### config.mk
export PLATFORM = sky130hd
export DESIGN_NAME = axi4_register_slice
export DESIGN_NICKNAME = d
export VERILOG_FILES = /design/src/rtl/axi4_register_slice.sv
export SDC_FILE = /design/constraint.sdc
export NUM_CORES = 1
export LEC_CHECK = 0
export ABC_CLOCK_PERIOD_IN_PS = 2700
export BUFFER_PORTS_ARGS = -buffer_cell sky130_fd_sc_hd__buf_2
export CAP_MARGIN = 5
export CORE_MARGIN = 5
export CORE_UTILIZATION = 47
export DETAILED_ROUTE_END_ITERATION = 8
export PLACE_DENSITY = 0.77
export SYNTH_ARGS = -nofsm -noshare
export SYNTH_HDL_FRONTEND = slang
export SYNTH_SLANG_ARGS = --single-unit
### constraint.sdc
create_clock -name ACLK -period 2.7 [get_ports ACLK]
set_clock_uncertainty 0.15 [all_clocks]
set_input_delay 0.54 -clock ACLK [delete_from_list [all_inputs] [get_ports ACLK]]
set_output_delay 0.54 -clock ACLK [all_outputs]
set_load 0.01 [all_outputs]
### src/rtl/axi4_register_slice.sv
`default_nettype none
// +----------------------------------------------------------------------------+
// | Module      : axi4_register_slice                                          |
// | Description : AXI4 five-channel register slice, per-channel selectable     |
// |               pass-through, forward register or full skid buffer.          |
// | Revision    : 1.0 - initial release                                        |
// +----------------------------------------------------------------------------+

module axi4_register_slice #(
   parameter int ID_W    = 4,
   parameter int ADDR_W  = 32,
   parameter int DATA_W  = 32,
   parameter int USER_W  = 1,
   parameter int AW_MODE = 2,
   parameter int W_MODE  = 2,
   parameter int B_MODE  = 2,
   parameter int AR_MODE = 2,
   parameter int R_MODE  = 2,
   localparam int AW_PW  = ID_W + ADDR_W + USER_W + 29,
   localparam int AR_PW  = ID_W + ADDR_W + USER_W + 29,
   localparam int W_PW   = DATA_W + DATA_W / 8 + 1 + USER_W,
   localparam int B_PW   = ID_W + 2 + USER_W,
   localparam int R_PW   = ID_W + DATA_W + 3 + USER_W
) (
   input  logic             ACLK,
   input  logic             ARESETn,

   input  logic             aw_in_valid,
   output logic             aw_in_ready,
   input  logic [AW_PW-1:0] aw_in_data,
   output logic             aw_out_valid,
   input  logic             aw_out_ready,
   output logic [AW_PW-1:0] aw_out_data,

   input  logic             w_in_valid,
   output logic             w_in_ready,
   input  logic [W_PW-1:0]  w_in_data,
   output logic             w_out_valid,
   input  logic             w_out_ready,
   output logic [W_PW-1:0]  w_out_data,

   input  logic             b_in_valid,
   output logic             b_in_ready,
   input  logic [B_PW-1:0]  b_in_data,
   output logic             b_out_valid,
   input  logic             b_out_ready,
   output logic [B_PW-1:0]  b_out_data,

   input  logic             ar_in_valid,
   output logic             ar_in_ready,
   input  logic [AR_PW-1:0] ar_in_data,
   output logic             ar_out_valid,
   input  logic             ar_out_ready,
   output logic [AR_PW-1:0] ar_out_data,

   input  logic             r_in_valid,
   output logic             r_in_ready,
   input  logic [R_PW-1:0]  r_in_data,
   output logic             r_out_valid,
   input  logic             r_out_ready,
   output logic [R_PW-1:0]  r_out_data,

   output logic             idle
);

   logic w_aw_busy;
   logic w_w_busy;
   logic w_b_busy;
   logic w_ar_busy;
   logic w_r_busy;

   axi4_register_slice_chan #(.W(AW_PW), .MODE(AW_MODE)) u_aw (
      .clk         (ACLK),
      .rst_n       (ARESETn),
      .i_in_valid  (aw_in_valid),
      .o_in_ready  (aw_in_ready),
      .i_in_data   (aw_in_data),
      .o_out_valid (aw_out_valid),
      .i_out_ready (aw_out_ready),
      .o_out_data  (aw_out_data),
      .o_busy      (w_aw_busy)
   );

   axi4_register_slice_chan #(.W(W_PW), .MODE(W_MODE)) u_w (
      .clk         (ACLK),
      .rst_n       (ARESETn),
      .i_in_valid  (w_in_valid),
      .o_in_ready  (w_in_ready),
      .i_in_data   (w_in_data),
      .o_out_valid (w_out_valid),
      .i_out_ready (w_out_ready),
      .o_out_data  (w_out_data),
      .o_busy      (w_w_busy)
   );

   axi4_register_slice_chan #(.W(B_PW), .MODE(B_MODE)) u_b (
      .clk         (ACLK),
      .rst_n       (ARESETn),
      .i_in_valid  (b_in_valid),
      .o_in_ready  (b_in_ready),
      .i_in_data   (b_in_data),
      .o_out_valid (b_out_valid),
      .i_out_ready (b_out_ready),
      .o_out_data  (b_out_data),
      .o_busy      (w_b_busy)
   );

   axi4_register_slice_chan #(.W(AR_PW), .MODE(AR_MODE)) u_ar (
      .clk         (ACLK),
      .rst_n       (ARESETn),
      .i_in_valid  (ar_in_valid),
      .o_in_ready  (ar_in_ready),
      .i_in_data   (ar_in_data),
      .o_out_valid (ar_out_valid),
      .i_out_ready (ar_out_ready),
      .o_out_data  (ar_out_data),
      .o_busy      (w_ar_busy)
   );

   axi4_register_slice_chan #(.W(R_PW), .MODE(R_MODE)) u_r (
      .clk         (ACLK),
      .rst_n       (ARESETn),
      .i_in_valid  (r_in_valid),
      .o_in_ready  (r_in_ready),
      .i_in_data   (r_in_data),
      .o_out_valid (r_out_valid),
      .i_out_ready (r_out_ready),
      .o_out_data  (r_out_data),
      .o_busy      (w_r_busy)
   );

   assign idle = !(w_aw_busy || w_w_busy || w_b_busy || w_ar_busy || w_r_busy);

endmodule

// +----------------------------------------------------------------------------+
// | Module      : axi4_register_slice_chan                                     |
// | Description : One valid/ready channel slice; MODE 0 wire, 1 forward       |
// |               register, 2 two-entry skid buffer.                           |
// | Revision    : 1.0 - initial release                                        |
// +----------------------------------------------------------------------------+

module axi4_register_slice_chan #(
   parameter int W    = 8,
   parameter int MODE = 2
) (
   input  logic         clk,
   input  logic         rst_n,
   input  logic         i_in_valid,
   output logic         o_in_ready,
   input  logic [W-1:0] i_in_data,
   output logic         o_out_valid,
   input  logic         i_out_ready,
   output logic [W-1:0] o_out_data,
   output logic         o_busy
);

   generate
      if (MODE == 0) begin : g_pass
         assign o_out_valid = i_in_valid;
         assign o_out_data  = i_in_data;
         assign o_in_ready  = i_out_ready;
         assign o_busy      = 1'b0;
      end else if (MODE == 1) begin : g_fwd
         logic         r_valid;
         logic [W-1:0] r_data;
         logic         w_ready;

         assign w_ready = !r_valid || i_out_ready;

         always_ff @(posedge clk or negedge rst_n) begin
            if (!rst_n) begin
               r_valid <= 1'b0;
            end else if (w_ready) begin
               r_valid <= i_in_valid;
            end
         end

         // Payload carries no reset; it is qualified by r_valid.
         always_ff @(posedge clk) begin
            if (w_ready && i_in_valid) begin
               r_data <= i_in_data;
            end
         end

         assign o_in_ready  = w_ready;
         assign o_out_valid = r_valid;
         assign o_out_data  = r_data;
         assign o_busy      = r_valid;
      end else begin : g_skid
         typedef enum logic [1:0] {
            ST_EMPTY = 2'd0,
            ST_ONE   = 2'd1,
            ST_FULL  = 2'd2
         } state_t;

         state_t       r_state;
         state_t       w_state_nxt;
         logic         r_in_ready;
         logic         r_out_valid;
         logic [W-1:0] r_main;
         logic [W-1:0] r_skid;
         logic         w_in_xfer;
         logic         w_out_xfer;
         logic         w_load_main;
         logic         w_load_skid;
         logic         w_main_from_skid;

         assign w_in_xfer  = i_in_valid && r_in_ready;
         assign w_out_xfer = r_out_valid && i_out_ready;

         always_comb begin
            w_state_nxt      = r_state;
            w_load_main      = 1'b0;
            w_load_skid      = 1'b0;
            w_main_from_skid = 1'b0;
            case (r_state)
               ST_EMPTY: begin
                  if (w_in_xfer) begin
                     w_state_nxt = ST_ONE;
                     w_load_main = 1'b1;
                  end
               end
               ST_ONE: begin
                  if (w_in_xfer && !w_out_xfer) begin
                     w_state_nxt = ST_FULL;
                     w_load_skid = 1'b1;
                  end else if (!w_in_xfer && w_out_xfer) begin
                     w_state_nxt = ST_EMPTY;
                  end else if (w_in_xfer && w_out_xfer) begin
                     w_load_main = 1'b1;
                  end
               end
               ST_FULL: begin
                  if (w_out_xfer) begin
                     w_state_nxt      = ST_ONE;
                     w_main_from_skid = 1'b1;
                  end
               end
               default: begin
                  w_state_nxt = ST_EMPTY;
               end
            endcase
         end

         // Handshake outputs come straight from flops, decoded from the next state.
         always_ff @(posedge clk or negedge rst_n) begin
            if (!rst_n) begin
               r_state     <= ST_EMPTY;
               r_in_ready  <= 1'b0;
               r_out_valid <= 1'b0;
            end else begin
               r_state     <= w_state_nxt;
               r_in_ready  <= (w_state_nxt != ST_FULL);
               r_out_valid <= (w_state_nxt != ST_EMPTY);
            end
         end

         always_ff @(posedge clk) begin
            if (w_main_from_skid) begin
               r_main <= r_skid;
            end else if (w_load_main) begin
               r_main <= i_in_data;
            end
            if (w_load_skid) begin
               r_skid <= i_in_data;
            end
         end

         assign o_in_ready  = r_in_ready;
         assign o_out_valid = r_out_valid;
         assign o_out_data  = r_main;
         assign o_busy      = r_out_valid;
      end
   endgenerate

endmodule
`default_nettype wire

---- After elaboration in Yosys (flattened, before gate mapping) ----
Cells that the tools add are included.
cells by class
  equality and inequality tests ........... 15
  reductions and logical operators ........ 55
  mux-type cells .......................... 80
operators by type and width
  kind                                                              count
  66-bit two-way mux                                                4
  40-bit two-way mux                                                2
  38-bit two-way mux                                                2
  1-bit two-way mux                                                 40
  2-bit two-way mux                                                 20
  2-bit case mux with 3 select lines                                5
  1-bit logical AND                                                 25
  2-bit nonzero test                                                10
  7-bit two-way mux                                                 2
  1-bit logical NOT                                                 11
  2-bit by 1-bit == test with 1-bit output (second input constant)  5
  2-bit == test (second input constant)                             5
  2-bit logical NOT                                                 5
  2-bit != test (second input constant)                             5
  1-bit case mux with 2 select lines                                5
  1-bit logical OR                                                  4
word-level totals
  word-level logic and storage cells ...... 175
  output and inout bits ................... 228
  bits in registers ....................... 454

---- Longest topological paths before layout ----
Gate-level depths: netlist of run 1.
  depth in word-level cells ............... 8
  gate-level depth with buffers ........... 5
  depth with buffers taken out ............ 3

---- Modules after synthesis ----
Synthesis of run 1 repeated with hierarchy kept, for this count alone.
second synthesis, totals
  cell total of the unflattened synthesis .. 785
  area total of the unflattened synthesis .. 17,003.8 um^2
by module, submodules not included
  module                               times used  sequential area each (um^2)  cells an instance  area an instance (um^2)
  axi4_register_slice_chan (u_ar ...)  2           4,063.9                      227                5,088.6
  axi4_register_slice_chan (u_r)       1           2,502.4                      146                3,113.0
  axi4_register_slice_chan (u_w)       1           2,382.3                      140                2,979.1
  axi4_register_slice_chan (u_b)       1           520.5                        43                 723.2
  axi4_register_slice                  1           0.0                          2                  11.3

---- Worst setup path after synthesis of run 1 ----
Ideal clock, no wire load.
  path kind ............................... input -> register
  start point ............................. input ar_in_valid
  end point ............................... register u_ar.g_skid.r_skid[0] (enable)
  setup time .............................. 0.431 ns
  path buffers ............................ 0
  path slack .............................. -0.224 ns
  arrival time ............................ 2.343 ns
  cell stages on the path ................. 2
  required time ........................... 2.119 ns
  path through ............................ and3b_1 > and3_1
between the ends
  word-level cells in the longest chain between the ends .. 4
RTL lines
  what                               RTL line  text
  from (decl)                        49        input logic ar_in_valid,
  1-bit logical AND                  209       assign w_in_xfer = i_in_valid && r_in_ready;
  1-bit logical AND                  225       if (w_in_xfer && !w_out_xfer) begin
  1-bit two-way mux                  225
  1-bit two-way mux                  217       case (r_state)
  named net u_ar.g_skid.w_load_skid  206       logic w_load_skid;
  to (signal assigned)               266       r_skid <= i_in_data;
  to (decl)                          202       logic [W-1:0] r_skid;
The timed path passes the listed nets, and every way through them passes these cells.
A chain may end at the register's enable or synchronous reset.

---- Final worst setup path of run 1 ----
  start point ............................. register u_ar.g_skid.r_out_valid (netlist: u_ar.o_busy)
  end point ............................... output idle
between the ends
  word-level cells in the longest chain between the ends .. 3
RTL lines
  what                           RTL line  text
  from (decl)                    200       logic r_out_valid;
  from (signal assigned)         255       r_out_valid <= (w_state_nxt != ST_EMPTY);
  1-bit logical OR (2 in a row)  132       assign idle = !(w_aw_busy || w_w_busy || w_b_busy || w_ar_busy || w_r_busy);
  1-bit logical NOT              132
  to (decl)                      63        output logic idle
Every way passes these cells.

==> out/qor.yml, run 1 <==
fin_cells: 1952
clock_latency_ps: 550
die_h_um: 201
wl_per_cell_um: 21.4
vdd_ir_drop_max_mv: 0.755
whs_ps: 35.3
clock.fmax_ghz: 0.401
drt_iter0_markers: 425
dp_hpwl_um: 26900
pre_cts_slack_ps: 605
final_util_pct: 65.4
layout.nets: 1676
synth.most_common_cell: "edfxtp_1"
ys_ff_latch: 454
ctsRootBufferMaster: "clkbuf_16"
clockBufferDepth: 3
worstPathArrival_ps: 1800
post-place-cells: 1691
slew-limit-headroom_pct: 64.5
drive_above_1_share_pct: 52.5
cts_tree: "done"
swShare_pct: 27.7
period_share_pct: 92.4
grt_pass1_vias: 10600
power_mw: 22.1
placed_area_mm2: 0.0201
syn_area_mm2: 0.0171
start_util_pct: 47.8
syn_nets: 1004
io_pins: 457
internal-power_mw: 16.0
async_flop_share_pct: 4.41
crit_type: "flop to output pin"
p_per_area_mw_per_mm2: 946
synth-edff-count: 434
netlist_instances: 775
min_period_ps: 2490
synth_top_cell_area_share_pct: 76.3
yosysUniqueCellTypes: 23
grtUsageMet3_pct: 5.56
busiest_layer: "met2"
cts.htree.levels: 2
synthFlopType: "edfxtp_1"
area_growth_pct: 36.8
report.final.slew_viol_count: 0
cts.sinks: 454
use_met2_pct: 35.2
vias_per_cell: 5.04
hold_class: "input port to flop"
core_area_mm2: 0.0357
cts_inserted_buffers: 46
netlist_top_cells_count: "434 x edfxtp_1, 127 x mux2_2, 90 x mux2_4"
rows: 69
worstPathRequired_ps: 2010
p_seq_share_pct: 48.9
rsz0062_at_grt: "no"
fp.dieW_um: 201
dieArea_mm2: 0.0403
setup_viol: 0
end_kind: "output pin"
drc_errors: 0
worstPathMaxFanout: 4
path_cells: "or4_1 -> nor2_1 -> buf_2"
grt_max_degree: 67
synth.area.top_cells: "edfxtp_1 76%, mux2_2 8.4%, mux2_4 7.9%"
slowest_stage: "or4_1"
synth_top_cell_by_area: "edfxtp_1"
via_count: 9836
worstSetupStartpointType: "flop"
dr.pass1.iters: 7
overflow: 0
fin_setup_tns_ps: 0
ys_seq_area_share_pct: 79.2
use_met1_pct: 24.1
power.switching_mw: 6.13
portBuffers: 456
ant_nets: 0
outcome: "completed"
synth-warning-count: 0
cap_violations: 0
totalWireLength_um: 41700
max_stage_delay_ps: 550
final_hold_viol_count: 0
p_leak_nw: 9.37
gp_congestion: 0.778
antenna_found_initial: 7
fin_area_mm2: 0.0234
power.share.clock_pct: 29.9
cts.clk_slew.worst_paths_ps: 60
tightest_slew_ps: 532
grt_pass1_wl_um: 63500
grtUsageTotal_pct: 20.1
syn_area_per_cell_um2: 22.0
setup_ws_ps: 206
p_comb_share_pct: 21.2
## final timing paths
kind	cells after the start	end	startpoint	slack, ps
max	3	idle	u_ar.o_busy	210
min	1	u_w.g_skid.r_skid[27]	w_in_data[27]	40
max reg2reg	4	u_w.o_out_data[29]	u_w.g_skid.r_state[0]	610
min reg2reg	1	u_b.o_busy	u_b.g_skid.r_state[1]	340
max in group asynchronous	2	u_w.g_skid.r_state[0]	ARESETn	1670
min in group asynchronous	2	u_w.g_skid.r_state[1]	ARESETn	370
## critical path: cells and delay by family, from the launching register on
kind,cells,cell delay [ps]
buffers and inverters,1,150
flip-flops,1,450
AND/OR/NAND/NOR,2,640
## cells by family after synthesis
| kind of cell | Yosys count | synth area share [%] |
|---|---|---|
| AO/OA/AOI/OAI | 25 | 1.03 |
| buffers and inverters | 22 | 1.27 |
| flip-flops | 454 | 79.2 |
| multiplexers | 217 | 16.3 |
| AND/OR/NAND/NOR | 57 | 2.22 |
## sequential cells by signal, summed over array words and instances (netlist names), 7 cells and up
signal              flops
u_ar.o_out_data        66
u_aw.o_out_data        66
u_w.o_out_data         38
u_ar.g_skid.r_skid     66
u_r.g_skid.r_skid      40
u_aw.g_skid.r_skid     66
u_b.g_skid.r_skid       7
u_w.g_skid.r_skid      38
u_r.o_out_data         40
u_b.o_out_data          7
## layout by cell type (no fill, tap or decap), drive strengths merged, types with 4 or more instances in the layout
master / synthesis / layout
bufinv: 0 / 6
o21a: 5 / 5
o21ai: 5 / 5
nand2b: 5 / 5
diode: 0 / 6
nor2b: 4 / 4
nand2: 15 / 15
clkinv: 0 / 18
buf: 22 / 477
and2: 5 / 5
clkbuf: 0 / 57
and3b: 5 / 5
o21bai: 10 / 10
clkinvlp: 0 / 4
nand3: 10 / 10
dlygate4sd3: 0 / 169
and3: 5 / 5
edfxtp: 434 / 434
mux2: 217 / 217
dfrtp: 20 / 20
a21boi: 5 / 5
nand4b: 5 / 5
## metal layers
layer,vias up,routed length (µm)
met4,2,1160
li1,4436,-
met3,73,3040
met5,-,13
met1,4894,15800
met2,431,21700
## timing repair
item,in CTS,in global routing
buffers inserted,0,0
hold buffers,168,1
endpoints found under the hold margin,187,1
resized for setup,0,0
## area by class of cell
| type | count | area, µm² |
|---|---|---|
| Antenna cell | 6 | 15.0 |
| Multi-Input combinational cell | 299 | 3360 |
| Sequential cell | 454 | 13500 |
| Tap cell | 461 | 577 |
| Timing Repair Buffer | 646 | 4310 |
| Fill cell | 2339 | 12400 |
| Clock inverter | 29 | 303 |
| Clock buffer | 57 | 1290 |
## power groups by stage
stage / logic [mW] / registers, mW / clock network [mW]
3_3_place_gp: 4.44 / 10.9 / 0
6_report: 4.70 / 10.8 / 6.61
5_1_grt: 4.99 / 11.0 / 7.10
4_1_cts: 4.73 / 10.8 / 6.74
2_1_floorplan: 1.56 / 11.5 / 0
3_5_place_dp: 4.50 / 10.9 / 0
No activity file was read; power rests on OpenSTA's default activity.
==> run 2: changes to the inputs <==
--- a/config.mk
+++ b/config.mk
@@ -12,6 +12,7 @@
 export CORE_UTILIZATION = 47
 export DETAILED_ROUTE_END_ITERATION = 8
 export PLACE_DENSITY = 0.77
+export SETUP_SLACK_MARGIN = 0.3
 export SYNTH_ARGS = -nofsm -noshare
 export SYNTH_HDL_FRONTEND = slang
 export SYNTH_SLANG_ARGS = --single-unit
==> out/qor.yml, run 2 (synthesis gave the netlist of run 1 again) <==
overflow: 0  # unchanged
cts.sinks: 454  # unchanged
dp_hpwl_um: 26900  # unchanged
cts_inserted_buffers: 46  # unchanged
whs_ps: 34.5  # -0.866 ps
portBuffers: 456  # unchanged
fp.dieW_um: 201  # unchanged
grt_max_degree: 67  # unchanged
hold_class: "input port to flop"
busiest_layer: "met2"
r2r_start: "u_w.g_skid.r_state[0]"
fin_area_mm2: 0.0234  # +0.24%
drt_iter0_markers: 400  # -5.9%
via_count: 9876  # +0.41%
p_per_area_mw_per_mm2: 948  # +0.12%
slowest_stage: "or4_4"
ant_nets: 0  # unchanged
multi_input_area_mm2: 0.00337  # +0.34%
gp_congestion: 0.778  # unchanged
grtUsageMet3_pct: 5.65  # +0.097 points
area_growth_pct: 37.2
fin_setup_tns_ps: 0  # unchanged
rows: 69  # unchanged
period_share_pct: 88.2  # -4.2 points
rsz0062_at_grt: "yes"
totalWireLength_um: 41700  # about the same
clock.fmax_ghz: 0.420  # +4.7%
worstPathArrival_ps: 1690  # -110 ps
grt_pass1_wl_um: 63500  # about the same
dieArea_mm2: 0.0403  # unchanged
use_met1_pct: 24.2  # +0.052 points
layout.nets: 1681  # +0.30%
slew-limit-headroom_pct: 64.4  # -0.13 points
cts.clk_slew.worst_paths_ps: 60  # about the same
worstSetupStartpoint: "u_ar.o_busy"
io_pins: 457  # unchanged
grt_pass1_vias: 10600  # +0.18%
wl_per_cell_um: 21.3  # -0.30%
hp-start: "w_in_data[27]"
layout_commonest_cell: "buf_2"
final_cell_mix: "455 x buf_2, 434 x edfxtp_1, 169 x dlygate4sd3_1"
core_area_mm2: 0.0357  # unchanged
vias_per_cell: 5.05  # +0.20%
rrSetupSlack_ps: 600  # about the same
placed_area_mm2: 0.0201  # unchanged
drc_errors: 0  # unchanged
end_kind: "output pin"
die_h_um: 201  # unchanged
worstSetupStartpointType: "flop"
drive_above_1_share_pct: 53.0  # +0.43 points
setup_viol: 0  # unchanged
cts.htree.levels: 2  # unchanged
tightest_slew_ps: 534  # +1.90 ps
max_stage_delay_ps: 500  # -50 ps
dr.pass1.iters: 4  # -3
p_leak_nw: 9.39  # +0.26%
cp_num_buf_inv: 1  # unchanged
n_fill_cell: 2330  # -0.38%
worstPathMaxFanout: 2  # -2
final-seq-area_mm2: 0.0135  # about the same
vdd_ir_drop_max_mv: 0.757  # +0.24%
path_cells: "or4_4 -> nor2_4 -> buf_6"
start_util_pct: 47.8  # unchanged
grtUsageTotal_pct: 20.1  # about the same
antenna_found_initial: 6  # -1
min_period_ps: 2380  # -112 ps
crit_type: "flop to output pin"
clockBufferDepth: 3  # unchanged
power_mw: 22.2  # +0.36%
use_met2_pct: 35.2  # -0.049 points
cp_top_family: "simple AND/OR/NAND/NOR gates"
outcome: "completed"
final_hold_viol_count: 0  # unchanged
cts_tree: "done"
worstPathRequired_ps: 2010  # about the same
cap_violations: 0  # unchanged
ctsRootBufferMaster: "clkbuf_16"
clock_latency_ps: 550  # about the same
report.final.slew_viol_count: 0  # unchanged
[run 2: cell types whose count changed in the layout (fill, tap and decap cells not counted), sizes merged]
| cell | delta |
|---|---|
| diode | -1 |
| buf | +5 |
[run 2: per-stage QoR]
stage          worst slack (ps)  util [%]  std cells
3_3_place_gp                651      56.2       1691
6_report                    318      65.6       1956
5_1_grt                     255      65.6       1956
4_1_cts                     236      65.4       1949
3_5_place_dp                605      56.2       1691
2_1_floorplan               389         -        775
[run 2: final timing paths]
path / end / cells after the start
min in group asynchronous: u_w.g_skid.r_state[1] / 2
max in group asynchronous: u_aw.o_busy / 2
max reg2reg: u_w.o_out_data[29] / 4
min: u_w.g_skid.r_skid[27] / 1
min reg2reg: u_r.o_busy / 1
max: idle / 3
[run 2: cell type report]
class / instances / share of cell area, %
timing repair buffer: 651 / 18.6
sequential: 454 / 57.8
clock inverter: 29 / 1.29
clock buffer: 57 / 5.49
multi-input combinational: 299 / 14.4
tap: 461 / 2.46
antenna: 5 / 0.0534
[run 2: per-layer routing]
metal	vias up	wire, µm
met5	-	20
met3	64	3020
met2	412	21700
met1	4948	16000
li1	4450	-
met4	2	974
[run 2: timing repair]
action	CTS	global route
endpoints found under the setup margin	1	1
hold buffers	168	1
resized for setup	3	4
setup buffers	4	1
pin swaps	2	1
endpoints found under the hold margin	187	1
[run 2: where the power goes]
part	switching, mW	total (mW)	internal (mW)
registers	0.640	10.8	10.1
logic	2.86	4.80	1.94
clock network	2.65	6.62	3.97
